==> config.mk <==
export PLATFORM = sky130hd
export DESIGN_NAME = change_dispenser
export DESIGN_NICKNAME = d
export VERILOG_FILES = /design/src/rtl/change_dispenser.sv
export SDC_FILE = /design/constraint.sdc
export NUM_CORES = 1
export LEC_CHECK = 0
export BUFFER_PORTS_ARGS = -buffer_cell sky130_fd_sc_hd__buf_4
export CORE_MARGIN = 2
export CORE_UTILIZATION = 35
export DETAILED_ROUTE_END_ITERATION = 6
export GPL_TIMING_DRIVEN = 0
export PLACE_DENSITY_LB_ADDON = 0.1
export SETUP_SLACK_MARGIN = 0.15
export SYNTH_ARGS = -nofsm -noshare
export SYNTH_HDL_FRONTEND = slang
export SYNTH_SLANG_ARGS = --single-unit
==> constraint.sdc <==
create_clock -name clk -period 3.65 [get_ports clk]
set_input_delay 0.73 -clock clk [delete_from_list [all_inputs] [get_ports clk]]
set_output_delay 0.73 -clock clk [all_outputs]
set_load 0.01 [all_outputs]
==> src/rtl/change_dispenser.sv <==
// Change dispenser: queues vend/change requests and drives the item motor and coin
// ejectors one pulse at a time, each pulse followed by a timed hopper handshake.
module change_dispenser #(
    parameter int DEPTH        = 4,
    parameter int PULSE_CYCLES = 3,
    parameter int ACK_TIMEOUT  = 15
) (
    input  logic                   clk,
    input  logic                   reset,
    input  logic                   item,
    input  logic [3:0]             change,
    input  logic                   hopper_ack,
    output logic                   item_out,
    output logic                   coin10,
    output logic                   coin5,
    output logic                   busy,
    output logic [$clog2(DEPTH):0] pending,
    output logic                   bad_change,
    output logic                   req_drop,
    output logic                   fault
);

    localparam int AW = $clog2(DEPTH);
    localparam int PW = (PULSE_CYCLES > 1) ? $clog2(PULSE_CYCLES) : 1;
    localparam int TW = (ACK_TIMEOUT > 1) ? $clog2(ACK_TIMEOUT) : 1;

    typedef enum logic [2:0] {
        S_IDLE, S_LOAD, S_VEND, S_COIN10, S_COIN5, S_WAIT, S_FAULT
    } state_t;

    state_t        state;
    logic [4:0]    mem [DEPTH];
    logic [AW-1:0] wr_ptr;
    logic [AW-1:0] rd_ptr;
    logic [AW:0]   count;
    logic [3:0]    rounded;
    logic          capture;
    logic          full;
    logic          pop;
    logic          push;
    logic          vend;
    logic [3:0]    rem;
    logic [PW-1:0] pcnt;
    logic [TW-1:0] tcnt;

    // NOTE: assign a default before the if-chain so every path drives rounded and no latch is inferred.
    always_comb begin
        rounded = 4'd0;
        if (change >= 4'd15)
            rounded = 4'd15;
        else if (change >= 4'd10)
            rounded = 4'd10;
        else if (change >= 4'd5)
            rounded = 4'd5;
    end

    assign capture = item | (change != 4'd0);
    assign full    = (count == (AW+1)'(DEPTH));
    assign pop     = (state == S_IDLE) && (count != '0);
    // A pop on the same edge frees the slot, so a full FIFO can still accept.
    assign push    = capture && (state != S_FAULT) && (!full || pop);
    assign busy    = (state != S_IDLE) || (count != '0);
    assign pending = count;

    // NOTE: sequential state uses non-blocking assignments so every flop samples pre-edge values.
    always_ff @(posedge clk or posedge reset) begin
        if (reset) begin
            wr_ptr     <= '0;
            rd_ptr     <= '0;
            count      <= '0;
            bad_change <= 1'b0;
            req_drop   <= 1'b0;
        end else begin
            bad_change <= capture && (change != rounded);
            req_drop   <= capture && !push;
            if (push)
                wr_ptr <= wr_ptr + AW'(1);
            if (pop)
                rd_ptr <= rd_ptr + AW'(1);
            case ({push, pop})
                2'b10:   count <= count + (AW+1)'(1);
                2'b01:   count <= count - (AW+1)'(1);
                default: count <= count;
            endcase
        end
    end

    // NOTE: the storage array has no reset; emptiness is tracked by the pointers and count alone.
    always_ff @(posedge clk) begin
        if (push)
            mem[wr_ptr] <= {item, rounded};
    end

    always_ff @(posedge clk or posedge reset) begin
        if (reset) begin
            state    <= S_IDLE;
            vend     <= 1'b0;
            rem      <= 4'd0;
            pcnt     <= '0;
            tcnt     <= '0;
            item_out <= 1'b0;
            coin10   <= 1'b0;
            coin5    <= 1'b0;
            fault    <= 1'b0;
        end else begin
            case (state)
                S_IDLE: begin
                    if (pop) begin
                        {vend, rem} <= mem[rd_ptr];
                        state       <= S_LOAD;
                    end
                end
                S_LOAD: begin
                    pcnt <= '0;
                    if (vend) begin
                        item_out <= 1'b1;
                        state    <= S_VEND;
                    end else if (rem >= 4'd10) begin
                        coin10 <= 1'b1;
                        state  <= S_COIN10;
                    end else if (rem >= 4'd5) begin
                        coin5 <= 1'b1;
                        state <= S_COIN5;
                    end else begin
                        state <= S_IDLE;
                    end
                end
                S_VEND, S_COIN10, S_COIN5: begin
                    if (pcnt == PW'(PULSE_CYCLES - 1)) begin
                        item_out <= 1'b0;
                        coin10   <= 1'b0;
                        coin5    <= 1'b0;
                        tcnt     <= '0;
                        state    <= S_WAIT;
                        if (state == S_VEND)
                            vend <= 1'b0;
                        else if (state == S_COIN10)
                            rem <= rem - 4'd10;
                        else
                            rem <= rem - 4'd5;
                    end else begin
                        pcnt <= pcnt + PW'(1);
                    end
                end
                S_WAIT: begin
                    if (hopper_ack) begin
                        state <= S_LOAD;
                    end else if (tcnt == TW'(ACK_TIMEOUT - 1)) begin
                        fault <= 1'b1;
                        state <= S_FAULT;
                    end else begin
                        tcnt <= tcnt + TW'(1);
                    end
                end
                S_FAULT: state <= S_FAULT;
                default: state <= S_IDLE;
            endcase
        end
    end

endmodule

==> results of run 1 <==
stage by stage:
stage / cell area, sq um / utilization [%] / setup slack (ns) / power [mW]
floorplan: 2265 / - / 1.479 / 0.4800
global placement: 2489 / 39.42 / 1.105 / 0.4960
detailed placement: 2489 / 39.42 / 1.095 / 0.4960
CTS: 2601 / 41.20 / 1.243 / 0.8600
global route: 2601 / 41.20 / 1.086 / 0.8861
finish: 2601 / 41.20 / 1.253 / 0.8450
cells in the final DEF, fill, tap and decap left out, drive strengths merged, types with 3 or more instances in the layout:
cell type,instances
dfrtp,27
buf,23
nand2,19
inv,15
ha,13
nor2,13
a21oi,12
edfxtp,12
o21ai,12
xnor2,8
clkbuf,8
mux2i,6
nand2b,5
and2,5
o22ai,4
nand3b,3
nor3b,3
mux4,3
nor3,3
cells by family after synthesis:
logic type / count (synthesis)
xor+xnor: 10
flops: 39
buf+inv: 24
compound gates: 49
mux: 10
fa+ha+maj: 15
simple gates: 65
metal layers:
metal,vias to the layer above,wire [um],track usage (%)
met4,0,56,3.896
met3,5,133,3.245
met2,22,2045,22.58
li1,800,-,-
met1,793,2399,20.68
met5,-,0,0
power by group through the flow:
stage	clock network, mW	registers [mW]	logic, mW
floorplan	0	0.466	0.0144
global placement	0	0.465	0.0305
detailed placement	0	0.465	0.0306
CTS	0.373	0.456	0.0307
global route	0.395	0.457	0.0338
finish	0.359	0.456	0.0298
worst paths after layout:
check | end | cells after the start | from | slack (ns)
max | busy | 4 | state[0] | 1.25
min | fault | 1 | fault | 0.48
max reg2reg | pending[2] | 8 | state[0] | 1.27
min reg2reg | fault | 1 | fault | 0.48
max in group asynchronous | coin10 | 2 | reset | 2.25
min in group asynchronous | pcnt[1] | 2 | reset | 0.72
registers in the layout (all words and copies together), names as in the netlist:
register    cells
mem            12
rem             4
tcnt            4
pending         3
state           3
pcnt            2
rd_ptr          2
wr_ptr          2
bad_change      1
coin10          1
coin5           1
fault           1
item_out        1
req_drop        1
vend            1
worst max-delay path: cells and delay by family (launching register included):
| kind | cells | cell delay [ns] |
|---|---|---|
| buffers and inverters | 2 | 0.36 |
| DFF | 1 | 0.47 |
| and+or+nand+nor | 2 | 0.55 |
area by class of cell:
class,count,area [sq um],area share [%]
plain buffers,9,46.29,1.780
clock buffers,5,68.82,2.646
clock inverters,3,43.79,1.684
inverters,15,56.30,2.165
multi-input cells,149,1126,43.29
flip-flops and latches,39,1036,39.83
well taps,77,96.34,3.704
repair buffers,17,127.6,4.906
==> impl_summary.md, run 1 <==
Outcome
The flow ran to the end, and the final reports show no timing, DRC or antenna violations.

Layout
The net count of the finished layout is ~260. The fraction of final layout cells with drive strength greater than 1 is between 15 and 20%. The growth of design area from synthesis to finish is 14.86%.

The final antenna diode count is 0. The layout filler cell count is 650. For this run, the number of standard cells in the final layout without fillers is 314.

Synthesis
Counting flops with a built-in enable in the synthesized netlist gives 12. The share of the yosys chip area belonging to registers is 45.75%. In the post-synthesis netlist, the cell with the most instances is dfrtp_1. Summed over its instances, the top area cell type makes up roughly 30% of the synthesized netlist area. In this run, distinct cell masters in the synthesized netlist total 54. The simple-gate share of the synthesized area is 15.80%. The synthesized instance count is ~210. Counting every net in the synthesized netlist gives ~230.

The combinational family with the most area after synthesis is simple AND/OR/NAND/NOR gates. The Yosys step of the flow raised 0 warnings. After synthesis, the cell types taking the most area are dfrtp_1 (30%), edfxtp_1 (16%), ha_1 (7.2%).

The proportion of register bits with asynchronous set or reset after synthesis is around 69%. The synthesized netlist devotes 15.41% of its cell area to compound gates. Counting instances in the post-synthesis netlist gives the leading cell types as dfrtp_1 (27), nand2_1 (19), inv_1 (15). In this run the mean area of a mapped cell was between 10 and 15 sq um. Summing the areas of all fa, ha and maj instances in the mapped netlist gives about 8.5% of the synthesized area. The mapped netlist covers 0.002265 sq mm. The number of storage elements in the synthesis netlist is 39. The cell taking the most area after synthesis is dfrtp_1. The portion of netlist area occupied by mux cells is approximately 6.1%. For this run, the leading register cell type out of synthesis is dfrtp_1. The synthesized netlist devotes roughly 3.9% of its cell area to XOR and XNOR gates.

GRT
The aggregate global routing overflow is 0. The total routing usage reported by global routing is roughly 15%. Entering global routing, the biggest net connects 28 pins. The global-route wire length before repair is just over 8000 um. The number of global-route vias before repair came to around 1700. The number of antenna violations at the first check in global routing came to 0.

Critical path
At the worst endpoint, the arrival time is around 1.7 ns. The critical path goes through or2_2 > buf_2 > nand3b_1 > buf_4. The slowest stage of the critical path belongs to the cell dfrtp_1. The startpoint type of the worst setup path is a flip-flop. The critical path is of the reg -> out type.

On the worst path, the slowest cell contributes a delay of 0.47 ns. The highest net fanout along the worst path is 7. The sort of element at the end of the critical path is an output pin. The required time reported for the critical path endpoint is slightly below 3 ns.

Power and ir drop
The power share of the clock group is between 40% and 50%. Summed over all cells, the static leakage comes to 1.091 nW. Registers are responsible for a little over half of the overall power.

The internal power summed over all cells is ~0.67 mW. The analysis attributes to net switching a power of between 0.15 and 0.2 mW. Per report_power, the combinational group accounts for approximately 3.5% of the total. Net switching is around a fifth of the power. Power spread over the standard cell area amounts to approximately 320 mW/mm^2. The highest ir drop seen on vdd is approximately 170 uV.

STA
At the pin with the least slew margin, the transition time is 1.115 ns. The total negative setup slack is 0 ns. The number of pins with negative max-slew slack in the final report is 0. The share of the cycle needed by the critical path after routing is about two thirds. The maximum operating frequency is approximately 420 MHz.

Setup violations remaining at the end of the flow were counted as 0. The clock period minus final worst setup slack is roughly 2.4 ns. The worst clock skew is 0.006626 ns. The final count of hold timing violations is 0.

Setup repair after global routing left no endpoint under its margin. The worst hold slack after final layout is 0.4780 ns. The tightest slew margin relative to the limit is approximately a quarter.

Routing
For this block, the routed nets add up to between 4000 and 5000 um of wire. Detailed routing inserted a total of 1620 vias. The residual antenna-violating net count after detailed routing is 0. The via density per instance is just over 5. In the final routed layout, each cell accounts on average for between 10 and 15 um. The count of TritonRoute iterations in the first routing pass is 4. The first-iteration detailed-routing DRC count is 106. After detailed routing, the number of remaining DRC violations is 0.

Placed design
The number of placed instances, taps included, is just over 300. The HPWL after detailed placement is ~3400 um. The final estimated routing congestion in global placement is roughly 0.71. In this run the tool buffered the top-level ports with 17 buffer cells.

Floorplan
The vertical extent of the die is between 80 and 90 um. The die footprint is between 0.007 and 0.008 sq mm. The effective utilization at floorplan is between 30 and 40%. The die outline width is 84.44 um. The number of placement rows is 29. The area of the core is ~0.0063 sq mm. The total I/O pin count is 18.

Clock tree
CTS built an H-tree with a depth of 2. After clock tree synthesis, the clock-pin slew on the worst setup and hold paths is around 0.08 ns. The number of hold buffers added after CTS was 0. For the worst-skew pair, the clock arrives at the later sink with an insertion delay of between 0.2 and 0.3 ns.

The root buffer cell chosen for the clock tree is clkbuf_8. Buffers inserted during clock tree synthesis total 5. In this run the post-CTS setup repair buffer count came out at 0.

In this run, post-CTS repair resized a total of 0 instances. The maximum root-to-sink buffer count is 2. TritonCTS built the clock tree. The clock net in this run drives a total of 39 sinks.

Min path
The tightest min-delay check is of the reg -> reg type.

Job
Max-cap violations in this run came to 0.
No activity file was read; power rests on OpenSTA's default activity.
==> run 2, diff against run 1 <==
--- a/config.mk
+++ b/config.mk
@@ -5,6 +5,7 @@
 export SDC_FILE = /design/constraint.sdc
 export NUM_CORES = 1
 export LEC_CHECK = 0
+export ABC_AREA = 1
 export BUFFER_PORTS_ARGS = -buffer_cell sky130_fd_sc_hd__buf_4
 export CORE_MARGIN = 2
 export CORE_UTILIZATION = 35
==> constraint.sdc (replaced) <==
create_clock -name clk -period 2 [get_ports clk]
set_input_delay 0.4 -clock clk [delete_from_list [all_inputs] [get_ports clk]]
set_output_delay 0.4 -clock clk [all_outputs]
set_load 0.01 [all_outputs]
==> impl_summary.md, run 2 <==
Floorplan
The effective utilization at floorplan is around 37%. 18 I/O pins were placed. In this run the core area contains 28 standard-cell rows. After floorplanning, the core was sized to cover 0.005991 sq mm.

In this run the horizontal extent of the chip is roughly 83 um. The die footprint is approximately 0.007 sq mm. The die is around 83 um tall.

Synthesis
The proportion of register bits with asynchronous set or reset after synthesis is 69.23%. The Yosys step of the flow raised 0 warnings. The share of the synthesized area in compound gates (AO/OA/AOI/OAI) is about 9%. The cell area after synthesis is 0.002202 sq mm.

By area, the combinational part of the netlist is dominated by simple AND/OR/NAND/NOR gates. After synthesis, the cell types taking the most area are dfrtp_1 (31%), edfxtp_1 (16%), nand2_1 (12%). Of the post-synthesis cell area, the dominant cell type holds around 31%.

Measured against the total synthesized area, the mux share comes to 0%. The share of the yosys chip area belonging to registers is a little under half. The count of flip-flops with a built-in enable after synthesis is 12. Averaged over all synthesized cells, the footprint is roughly 8.3 sq um. The largest total area in the synthesized netlist belongs to dfrtp_1. After Yosys synthesis, and, or, nand and nor cells account for 26.25% of the synthesized area. The number of storage elements in the synthesis netlist is 39. Of the total synthesized cell area, the portion taken by full adders, half adders and majority gates is under 10%. In the post-synthesis netlist, the cell with the most instances is nand2_1.

Counting distinct cell types in the post-synthesis netlist gives 30. Among all flip-flop cells after synthesis, the most frequent one is dfrtp_1. In the synthesized netlist, the number of instances is about 270. The synthesized-area fraction occupied by xor and xnor cells is around 2.8%. The synthesized net count is around 290. After synthesis, the most frequently instantiated cells are nand2_1 (71), inv_1 (36), nor2_1 (28).

Routing
After the first detailed-routing iteration, the DRC count stood at between 60 and 70. Before antenna repair, the detailed router went through 4 iterations. The residual antenna-violating net count after detailed routing is 0. The via density per instance is around 4.6. The final layout contains routed wiring with a total length of 4316 um. The post-detailed-route wirelength per cell is between 10 and 15 um. The via count of the routed design is about 1700. After detailed routing, the number of remaining DRC violations is 0.

Critical path
The critical-path cell with the highest stage delay is dfrtp_1. The sort of element at the end of the critical path is an output pin. The critical path goes through nor2_2 > nand2_2 > nor2_2 > inv_2 > buf_4. The longest individual stage delay on the worst path is 0.43 ns. The path type of the worst setup path is reg -> out. Measured in cells, the most critical reg-to-reg path has a length of 10.

The most frequent cell on the critical path is nor2_2. The required time reported for the critical path endpoint is roughly 1.6 ns. The source of the critical timing path is pending[0].

Data arrives at the worst endpoint at about 1.4 ns. The source of the worst register-to-register timing path is state[1]. In this run the worst path has a maximum fanout of 4.

The endpoint of the worst-slack reg-to-reg timing path is pending[1]. For flop-to-flop paths, the worst setup slack is 0.28 ns. The startpoint type of the worst setup path is a flip-flop.

Power and ir drop
Of the total power, the clock network draws about an eighth. Dividing total power by cell area gives a power density of around 1600 mW/mm^2. For this design the total switching power over the nets is ~1.8 mW.

In this run, flip-flops and latches consume between 30% and 40% of the power. The net switching share of the total power is a little under half. The highest ir drop seen on vdd is roughly 690 uV. Combinational cells account for 52.6% of the total power. The internal power summed over all cells is 2.208 mW. The total design power is between 4 and 5 mW. The leakage power of the design is 1.298 nW.

Clock tree
The clock input transition at the sequential cells of the worst setup and hold paths is ~0.09 ns. The maximum root-to-sink buffer count is 2. The clock tree from TritonCTS is built.

The H-tree was split into 2 levels. The clock root buffer is clkbuf_8. The source-to-sink clock delay at the later pin of the worst-skew pair is 0.30 ns. TritonCTS created 5 clock buffers. For this design, the CTS-stage hold fixing added 0 buffers.

The clock sink total is 39.

GRT
The number of antenna violations at the first check in global routing is 0. The global-route wire length before repair is between 7000 and 8000 um. The met3 track utilization from global routing is roughly 2.8%. The number of global-route vias before repair was between 1500 and 2000. In the global route stage, overall resource usage came out at 13.14%. The pin count of the biggest net entering global routing is 28. The met1 track demand over resource is 17.08%. The aggregate global routing overflow is 0. After global routing, the most crowded layer is met2. The global-route met2 utilization is between 20% and 30%.

Layout
Compared with the post-synthesis result, the final layout area differs by 17.95%. The number of antenna diodes in the final layout is 0. The final standard cell count with taps included and fillers excluded is roughly 370. In the final layout, the registers with the most flip-flops are mem x12, rem x4, tcnt x4. The register with the most flip-flops is mem. In the final layout, the share of cells above drive strength 1 is between 10% and 20%. The register with the most flip-flops in the layout has 12 of them. The top cell types in the final layout, fill and taps aside, are nand2_1 (68), inv_1 (31), dfrtp_1 (25), nor2_1 (24), buf_4 (24). The final design utilization is between 40% and 50%. The net count of the finished layout is between 300 and 400. The most common cell after layout, fill and taps aside is nand2_1.

Job
The count of max-cap constraint violations is 0.

STA
Setup violations remaining at the end of the flow were counted as 0. The worst path uses about 90% of the clock period. Setup repair after global routing could not meet its margin everywhere. The maximum operating frequency is 566.3 MHz. Between clock sinks in the finished design, the worst skew comes to 0.01218 ns. The worst path meets setup with 0.2342 ns of slack. The tightest slew margin relative to the limit is 27.26%. The clock period minus final worst setup slack is about 1.8 ns. In the final timing run, aggregate negative setup slack is 0 ns. The number of pins with negative max-slew slack in the final report was 0. The slew of the pin with the lowest slew margin is around 1.1 ns. The final count of hold timing violations is 0.

Outcome
The run finished with clean final reports.

Placed design
The count of buffers added on input and output ports is 17. The cell count after placement is about 360. The final estimated routing congestion in global placement is between 0.7 and 0.8. The HPWL after detailed placement is approximately 3200 um. Before CTS, the worst setup slack after placement is 0.06453 ns.

Min path
In this run the most critical hold path is launched from item. The class of the worst hold path is in -> reg. Counting instances, the worst hold path has a depth of 1. The sink of the worst hold path is mem[3][4].
[run 2: layout make-up]
cell class                 instances  area (sq um)
buffer                             1         5.005
clock buffer                       5         68.82
timing repair buffer              24         180.2
multi-input combinational        188          1055
tap                               75         93.84
sequential                        39          1039
clock inverter                     3         15.01
fill                             611          3393
inverter                          37         141.4
[run 2: metrics by stage]
step | area [sq um] | hold WS, ns
final | 2597 | 0.3253
after global routing | 2597 | 0.3179
after CTS | 2515 | 0.3148
after detailed placement | 2424 | 0.4694
after global placement | 2424 | 0.4726
after floorplan | 2202 | 0.4527
[run 2: power groups by stage]
stage / Clock, mW / Sequential, mW / Combinational (mW)
6_report: 0.523 / 1.40 / 2.13
5_1_grt: 0.572 / 1.44 / 2.49
4_1_cts: 0.544 / 1.38 / 2.01
3_5_place_dp: 0 / 1.39 / 1.99
3_3_place_gp: 0 / 1.39 / 1.98
2_1_floorplan: 0 / 1.37 / 1.49
[run 2: worst max path at each step]
stage,slack (ns),endpoint,cells after the start
after floorplan,0.28,pending[1],10
after global placement,0.07,pending[1],10
after detailed placement,0.06,pending[1],10
after CTS,0.13,pending[1],10
after global routing,0.14,pending[1],10
final,0.23,busy,5
[run 2: cell families after synthesis]
logic type      count (synthesis)
simple gates                  132
buf+inv                        38
flops                          39
fa+ha+maj                      14
xor+xnor                        7
compound gates                 35
[run 2: what timing repair did]
item	4_1_cts	5_1_grt
setup endpoints to repair	3	3
setup buffers	0	7
resized for setup	4	15
pin swaps	0	1
[run 2: worst max-delay path, delay by kind of cell (launching register included)]
kind                   cells  cell delay, ns
flip-flops                 1            0.43
AND/OR/NAND/NOR            3            0.41
buffers and inverters      2            0.23
[run 2: metal layers]
layer	share of wire, %	routed length (um)
met2	48	2091
met5	0	0
met3	3.3	143
met4	1.5	65
met1	47	2015
